**src/rtl/butterfly_r2_pipe.sv**
```systemverilog
// Radix-2 DIT butterfly, three-stage pipeline with a valid/ready handshake.
// It computes yp = xp + xq*W and yq = xp - xq*W.
// Each transaction carries its own scale-by-half, conjugate-twiddle (inverse) and tag.
// Outputs are rounded half-up and saturated; any saturation sets a sticky ovf flag.
module butterfly_r2_pipe #(
    parameter int DW   = 16,
    parameter int TW   = 16,
    parameter int TAGW = 8
) (
    input  logic                 clk,
    input  logic                 rst,
    input  logic                 in_valid,
    output logic                 in_ready,
    input  logic signed [DW-1:0] xp_re,
    input  logic signed [DW-1:0] xp_im,
    input  logic signed [DW-1:0] xq_re,
    input  logic signed [DW-1:0] xq_im,
    input  logic signed [TW-1:0] w_re,
    input  logic signed [TW-1:0] w_im,
    input  logic                 scale,
    input  logic                 inv,
    input  logic [TAGW-1:0]      tag_in,
    output logic                 out_valid,
    input  logic                 out_ready,
    output logic signed [DW-1:0] yp_re,
    output logic signed [DW-1:0] yp_im,
    output logic signed [DW-1:0] yq_re,
    output logic signed [DW-1:0] yq_im,
    output logic [TAGW-1:0]      tag_out,
    output logic                 ovf,
    input  logic                 ovf_clr
);

    localparam int PW = DW + TW;      // partial products, aligned xp
    localparam int MW = DW + TW + 1;  // complex product
    localparam int SW = DW + TW + 2;  // butterfly sum
    localparam int RW = SW + 1;       // sum plus rounding constant

    localparam logic signed [RW-1:0] MAXV = {{(RW-DW+1){1'b0}}, {(DW-1){1'b1}}};
    localparam logic signed [RW-1:0] MINV = ~MAXV;

    logic stall;
    logic accept;

    // Stage 1 registers
    logic                 s1_valid;
    logic signed [PW-1:0] s1_a, s1_b, s1_c, s1_d;
    logic signed [PW-1:0] s1_xp_re, s1_xp_im;
    logic                 s1_scale, s1_inv;
    logic [TAGW-1:0]      s1_tag;

    // Stage 2 registers
    logic                 s2_valid;
    logic signed [MW-1:0] s2_pr, s2_pi;
    logic signed [PW-1:0] s2_xp_re, s2_xp_im;
    logic                 s2_scale;
    logic [TAGW-1:0]      s2_tag;

    // Stage 3 combinational results
    logic signed [SW-1:0] sp_re, sp_im, sq_re, sq_im;
    logic [DW:0]          rq_pr, rq_pi, rq_qr, rq_qi;
    logic                 sat_any;

    // Round half toward +inf, shift by TW-1+sc, then clamp to DW bits.
    // The result is {saturated, value}.
    function automatic logic [DW:0] requant(input logic signed [SW-1:0] s, input logic sc);
        logic signed [RW-1:0] half;
        logic signed [RW-1:0] t;
        logic signed [RW-1:0] r;
        half = '0;
        if (sc) half[TW-1] = 1'b1;
        else    half[TW-2] = 1'b1;
        t = RW'(s) + half;
        r = sc ? (t >>> TW) : (t >>> (TW-1));
        if (r > MAXV)      return {1'b1, MAXV[DW-1:0]};
        else if (r < MINV) return {1'b1, MINV[DW-1:0]};
        else               return {1'b0, r[DW-1:0]};
    endfunction

    // Handshake: the whole pipe freezes when the output is held off.
    always_comb begin
        stall    = out_valid & ~out_ready;
        in_ready = ~stall;
        accept   = in_valid & in_ready;
    end

    // S1: partial products and xp alignment
    always_ff @(posedge clk) begin
        if (rst) begin
            s1_valid <= 1'b0;
            s1_a     <= '0;
            s1_b     <= '0;
            s1_c     <= '0;
            s1_d     <= '0;
            s1_xp_re <= '0;
            s1_xp_im <= '0;
            s1_scale <= 1'b0;
            s1_inv   <= 1'b0;
            s1_tag   <= '0;
        end else if (!stall) begin
            s1_valid <= accept;
            if (accept) begin
                s1_a     <= PW'(xq_re) * PW'(w_re);
                s1_b     <= PW'(xq_im) * PW'(w_im);
                s1_c     <= PW'(xq_re) * PW'(w_im);
                s1_d     <= PW'(xq_im) * PW'(w_re);
                s1_xp_re <= {xp_re[DW-1], xp_re, {(TW-1){1'b0}}};
                s1_xp_im <= {xp_im[DW-1], xp_im, {(TW-1){1'b0}}};
                s1_scale <= scale;
                s1_inv   <= inv;
                s1_tag   <= tag_in;
            end
        end
    end

    // S2: complex multiply; inverse mode uses conj(W)
    always_ff @(posedge clk) begin
        if (rst) begin
            s2_valid <= 1'b0;
            s2_pr    <= '0;
            s2_pi    <= '0;
            s2_xp_re <= '0;
            s2_xp_im <= '0;
            s2_scale <= 1'b0;
            s2_tag   <= '0;
        end else if (!stall) begin
            s2_valid <= s1_valid;
            if (s1_valid) begin
                s2_pr    <= s1_inv ? (MW'(s1_a) + MW'(s1_b)) : (MW'(s1_a) - MW'(s1_b));
                s2_pi    <= s1_inv ? (MW'(s1_d) - MW'(s1_c)) : (MW'(s1_c) + MW'(s1_d));
                s2_xp_re <= s1_xp_re;
                s2_xp_im <= s1_xp_im;
                s2_scale <= s1_scale;
                s2_tag   <= s1_tag;
            end
        end
    end

    // S3 input: butterfly sums and requantisation of all four components
    always_comb begin
        sp_re   = SW'(s2_xp_re) + SW'(s2_pr);
        sp_im   = SW'(s2_xp_im) + SW'(s2_pi);
        sq_re   = SW'(s2_xp_re) - SW'(s2_pr);
        sq_im   = SW'(s2_xp_im) - SW'(s2_pi);
        rq_pr   = requant(sp_re, s2_scale);
        rq_pi   = requant(sp_im, s2_scale);
        rq_qr   = requant(sq_re, s2_scale);
        rq_qi   = requant(sq_im, s2_scale);
        sat_any = rq_pr[DW] | rq_pi[DW] | rq_qr[DW] | rq_qi[DW];
    end

    // S3: output register and sticky overflow (a new saturation beats a clear)
    always_ff @(posedge clk) begin
        if (rst) begin
            out_valid <= 1'b0;
            yp_re     <= '0;
            yp_im     <= '0;
            yq_re     <= '0;
            yq_im     <= '0;
            tag_out   <= '0;
            ovf       <= 1'b0;
        end else if (!stall) begin
            out_valid <= s2_valid;
            if (s2_valid) begin
                yp_re   <= rq_pr[DW-1:0];
                yp_im   <= rq_pi[DW-1:0];
                yq_re   <= rq_qr[DW-1:0];
                yq_im   <= rq_qi[DW-1:0];
                tag_out <= s2_tag;
            end
            if (s2_valid && sat_any) ovf <= 1'b1;
            else if (ovf_clr)        ovf <= 1'b0;
        end
    end

endmodule

```
**config.mk**
```make
export PLATFORM = sky130hd
export DESIGN_NAME = butterfly_r2_pipe
export DESIGN_NICKNAME = d
export VERILOG_FILES = /design/src/rtl/butterfly_r2_pipe.sv
export SDC_FILE = /design/constraint.sdc
export NUM_CORES = 2
export LEC_CHECK = 0
export ABC_AREA = 0
export BUFFER_PORTS_ARGS = -buffer_cell sky130_fd_sc_hd__clkbuf_2
export CORE_UTILIZATION = 65
export DETAILED_ROUTE_END_ITERATION = 8
export PLACE_DENSITY = 0.8
export SYNTH_ARGS = -nofsm -noshare
export SYNTH_HDL_FRONTEND = slang
export SYNTH_SLANG_ARGS = --single-unit
```
**constraint.sdc**
```tcl
create_clock -name clk -period 10.65 [get_ports clk]
set_input_delay 0 -clock clk [delete_from_list [all_inputs] [get_ports clk]]
set_output_delay 0 -clock clk [all_outputs]
set_load 0.05 [all_outputs]
```
# [Yosys cells after proc, flatten, opt, wreduce, memory -nomap -nowiden]
# Index checks and enable logic that the tools add are counted.
[word_totals] elab_cells=79 output_inout_bits=75 in_bits=111 regBits=353
[op_classes] bitwise_logic=7 mux=18 n_mul=4 reduce_logical=6 magnitude_cmp=8 n_addsub=12
[op_table] cell="adder 34 x 17 -> 35 bit" count=4
[op_table] cell="2-to-1 mux 17 bit" count=8
[op_table] cell="multiplier 16 x 16 -> 32 bit" count=4
[op_table] cell="greater-than comparator 20 x 16 -> 1 bit, second input constant" count=4
[op_table] cell="less-than comparator 20 x 16 -> 1 bit, second input constant" count=4
[op_table] cell="2-to-1 mux 19 bit" count=4
[op_table] cell="adder 31 x 33 -> 34 bit" count=2
[op_table] cell="subtractor 31 x 33 -> 34 bit" count=2
[op_table] cell="adder 32 x 32 -> 33 bit" count=2
[op_table] cell="2-to-1 mux 33 bit" count=2
[op_table] cell="subtractor 32 x 32 -> 33 bit" count=2
[op_table] cell="AND reduction 2 bit" count=4
[op_table] cell="2-to-1 mux 1 bit" count=4
[op_table] cell="OR 1 bit" count=3
[op_table] cell="AND 1 bit" count=2
[op_table] cell="inverter 1 bit" count=2
[op_table] cell="nonzero test 2 bit" count=1
[op_table] cell="logical AND 1 bit" count=1

# [Logic depth before layout (Yosys ltp)]
[logic_depth] depth_word=12 ltp_mapped=27

# [Worst setup path after synthesis]
# Ideal clock, no wire load.
[synth_timing] path_kind="input to register" start="input xq_re[15]" end="register s1_c[31]" t_arrival_ps=5821 setup_time_ps=116 stages=24 setup_slack_ps=4713 t_required_ps=10534 path_buffers=1 path_cell_list="clkbuf_1 nand2_1 inv_1 fa_1 fa_1 inv_1 fa_1 inv_1 fa_1 fa_1 inv_1 fa_1 inv_1 ha_1 a21o_1 a21o_1 a21o_1 a21o_1 a21o_1 a221o_1 a211oi_1 o31a_1 o21ai_0 and3b_1"
[synth_via] elab_chain_len=1
[synth_rtl] element="start, declared" line_no="16" rtl="input logic signed [DW-1:0] xq_re,"
[synth_rtl] element="multiplier 16 x 16 -> 32 bit" line_no="105" rtl="s1_c <= PW'(xq_re) * PW'(w_im);"
[synth_rtl] element="end signal, assigned" line_no="105"
[synth_rtl] element="end, declared" line_no="47" rtl="logic signed [PW-1:0] s1_a, s1_b, s1_c, s1_d;"
# No other way between the ends.
# A chain may end at the register's enable or synchronous reset.

# [Worst setup path after layout]
[layout_timing] start="input xq_re[10]" end="register s1_a[31]"
[layout_via] elab_chain_len=1
[layout_rtl] element="multiplier 16 x 16 -> 32 bit" line_no="103" rtl="s1_a <= PW'(xq_re) * PW'(w_re);"
[layout_rtl] element="end signal, assigned" line_no="103"
[layout_rtl] element="end, declared" line_no="47"
# No other way between the ends.

==> results_dict.tcl <==
set metrics [dict create \
    status "finished, final reports clean" \
    worstPathArrival_ns 6.90 \
    critPathRequiredTime_ns 11.10 \
    grt_use_total_pct 36.0 \
    worstMarginPinSlew_ns 1.09 \
    syn_avg_cell_area_sq_um 8.43 \
    end_kind "register" \
    core-area_sq_um 93700 \
    maxCapViolations 0 \
    hold_violations 0 \
    slew_headroom_pct 27.2 \
    wl_per_cell_um 19.7 \
    fin_nets 9044 \
    place_congestion 0.992 \
    ios 186 \
    cts_tree "done" \
    drive_above_1_share_pct 4.90 \
    ys_warn_count 0 \
    synth_edf_count 0 \
    grt_antenna_before_repair 12 \
    maxSlewViolCount 0 \
    ys_seq_area_share_pct 11.4 \
    cts.sinks 353 \
    clkTransAtPathRegs_ns 0.07 \
    final_cell_mix "1360 x inv_1, 1118 x nand2_1, 1056 x fa_1" \
    synth_area_sq_um 61800 \
    design.die.area_sq_um 96300 \
    ys_types 91 \
    detailroute.via_count 50105 \
    wl_met3_um 14900 \
    ctsLongestPathBuffers 3 \
    top_layer_used "met5" \
    clock_skew_ns 0.0274 \
    die_h_um 310 \
    grt_overflow 0 \
    finalSetupViolations 0 \
    path_max_fanout 32 \
    dr.pass1.iters 7 \
    wl_met2_um 80300 \
    cts_hold_buffers 82 \
    grt_pass1_wl_um 270000 \
    place_hpwl_um 129000 \
    syn-num-nets 9042 \
    start_kind "input port" \
    hp-class "in -> reg" \
    setup.worst_path.class "in -> reg" \
    wl_met1_um 66500 \
    rsz0062_at_grt "false" \
    grt_max_degree 192 \
    timing.final.crit_period_ns 6.46 \
    start_util_pct 65.9 \
    async_flop_share_pct 0 \
    worst_skew_pair.late_latency_ns 0.59 \
    wl_um 170000 \
    rows 112 \
    cts_resized 0 \
    drc 0 \
    die_width_um 310 \
    drt_iter0_markers 4253 \
    netlist_instances 7333 \
    htree_levels 2 \
    grt_pass1_vias 51168 \
    dominantRegCellSynth "dfxtp_1" \
    period_share_pct 60.6 \
    antenna_left 0 \
    fmax_mhz 155 \
    via_per_inst 5.81 \
    root_buffer "clkbuf_16" \
    cts-buffers-inserted 39 \
    numPortBuffers 185 \
    syn2layout_area_growth_pct 5.89 \
    setup_tns_ns 0 \
    final_common_cell "inv_1" \
    post-cts-setup-buffers 0 \
    ys_ff_latch 353 \
]
## layer usage
layer / track usage [%] / up-vias
li1: - / 22880
met1: 45.9 / 24763
met2: 60.1 / 2052
met3: 6.57 / 396
met4: 15.1 / 14
met5: 0 / -
## cells by family after synthesis
group	after synthesis	synth area share [%]
muxes	28	0.462
adders and majority gates	1598	45.2
DFF	353	11.4
xor gates and xnor gates	290	4.11
AOI/OAI and AO/OA	1109	11.5
buffers and inverters	1705	10.4
and+or+nand+nor	2250	17.0
## path summary, 6_finish.rpt
check                             from                        end  slack (ns)  depth (start not counted)
max                          xq_re[10]      s1_a[31]$_SDFFE_PP0P_        4.19                         24
min reg2reg  s1_xp_im[26]$_SDFFE_PP0P_  s2_xp_im[26]$_SDFFE_PP0P_        0.44                          2
max reg2reg       s1_c[2]$_SDFFE_PP0P_     s2_pi[31]$_SDFFE_PP0P_        5.37                         17
min                           xq_re[0]       s1_c[0]$_SDFFE_PP0P_        0.07                          4
## critical path, cell delays in order
cell and delay, ns:
clkbuf_2 0.70, nand2_1 0.18, fa_1 0.59, inv_1 0.06, fa_1 0.47, inv_1 0.05
fa_1 0.50, inv_1 0.05, fa_1 0.48, fa_1 0.50, inv_1 0.05, fa_1 0.47
inv_1 0.04, ha_1 0.33, a21oi_1 0.14, o21ai_0 0.15, a2111oi_2 0.50, nor3_1 0.15
nor3_1 0.39, o31ai_1 0.19, o41a_1 0.38, a21oi_1 0.21, mux2i_1 0.20, nor2_1 0.05
## cell usage after synthesis, types with 82 or more instances
cell / instances / area, sq um
nand3_1: 82 / 410
xnor2_1: 201 / 1760
and2_1: 456 / 2850
fa_1: 1056 / 21100
a21o_1: 117 / 878
nor2_1: 272 / 1020
xor2_1: 89 / 780
dfxtp_1: 353 / 7070
clkbuf_1: 319 / 1200
ha_1: 542 / 6780
nand2_1: 1120 / 4200
a21oi_1: 460 / 2300
nor3_1: 86 / 430
inv_1: 1361 / 5110
o21ai_0: 152 / 761
## sequential cells by signal (all words and copies together) (netlist names), 32 cells and up
signal,cells
s2_pi,33
s2_pr,33
s1_a,32
s1_b,32
s1_c,32
s1_d,32
## cell type report
class,count,area (sq um)
Multi-Input combinational cell,5275,48300
Fill cell,7604,28300
Clock buffer,51,1090
Timing Repair Buffer,304,2050
Inverter,1362,5110
Sequential cell,353,7070
Clock inverter,18,203
Antenna cell,5,12.5
Tap cell,1254,1570
## per-stage QoR
stage,instance area (sq um),util (%),setup slack (ns),cells,hold WS (ns)
after global routing,65400,69.8,3.88,8620,0.0762
after global placement,63300,67.5,3.85,8466,0.226
after detailed placement,63300,67.5,3.70,8466,0.228
after floorplan,61800,-,4.71,7333,0.136
after CTS,65400,69.8,4.31,8617,0.0200
final,65400,69.8,4.19,8622,0.0720
Power is not shown: default switching activity piles up to over one toggle a cycle in this logic, so the estimate is an artifact.
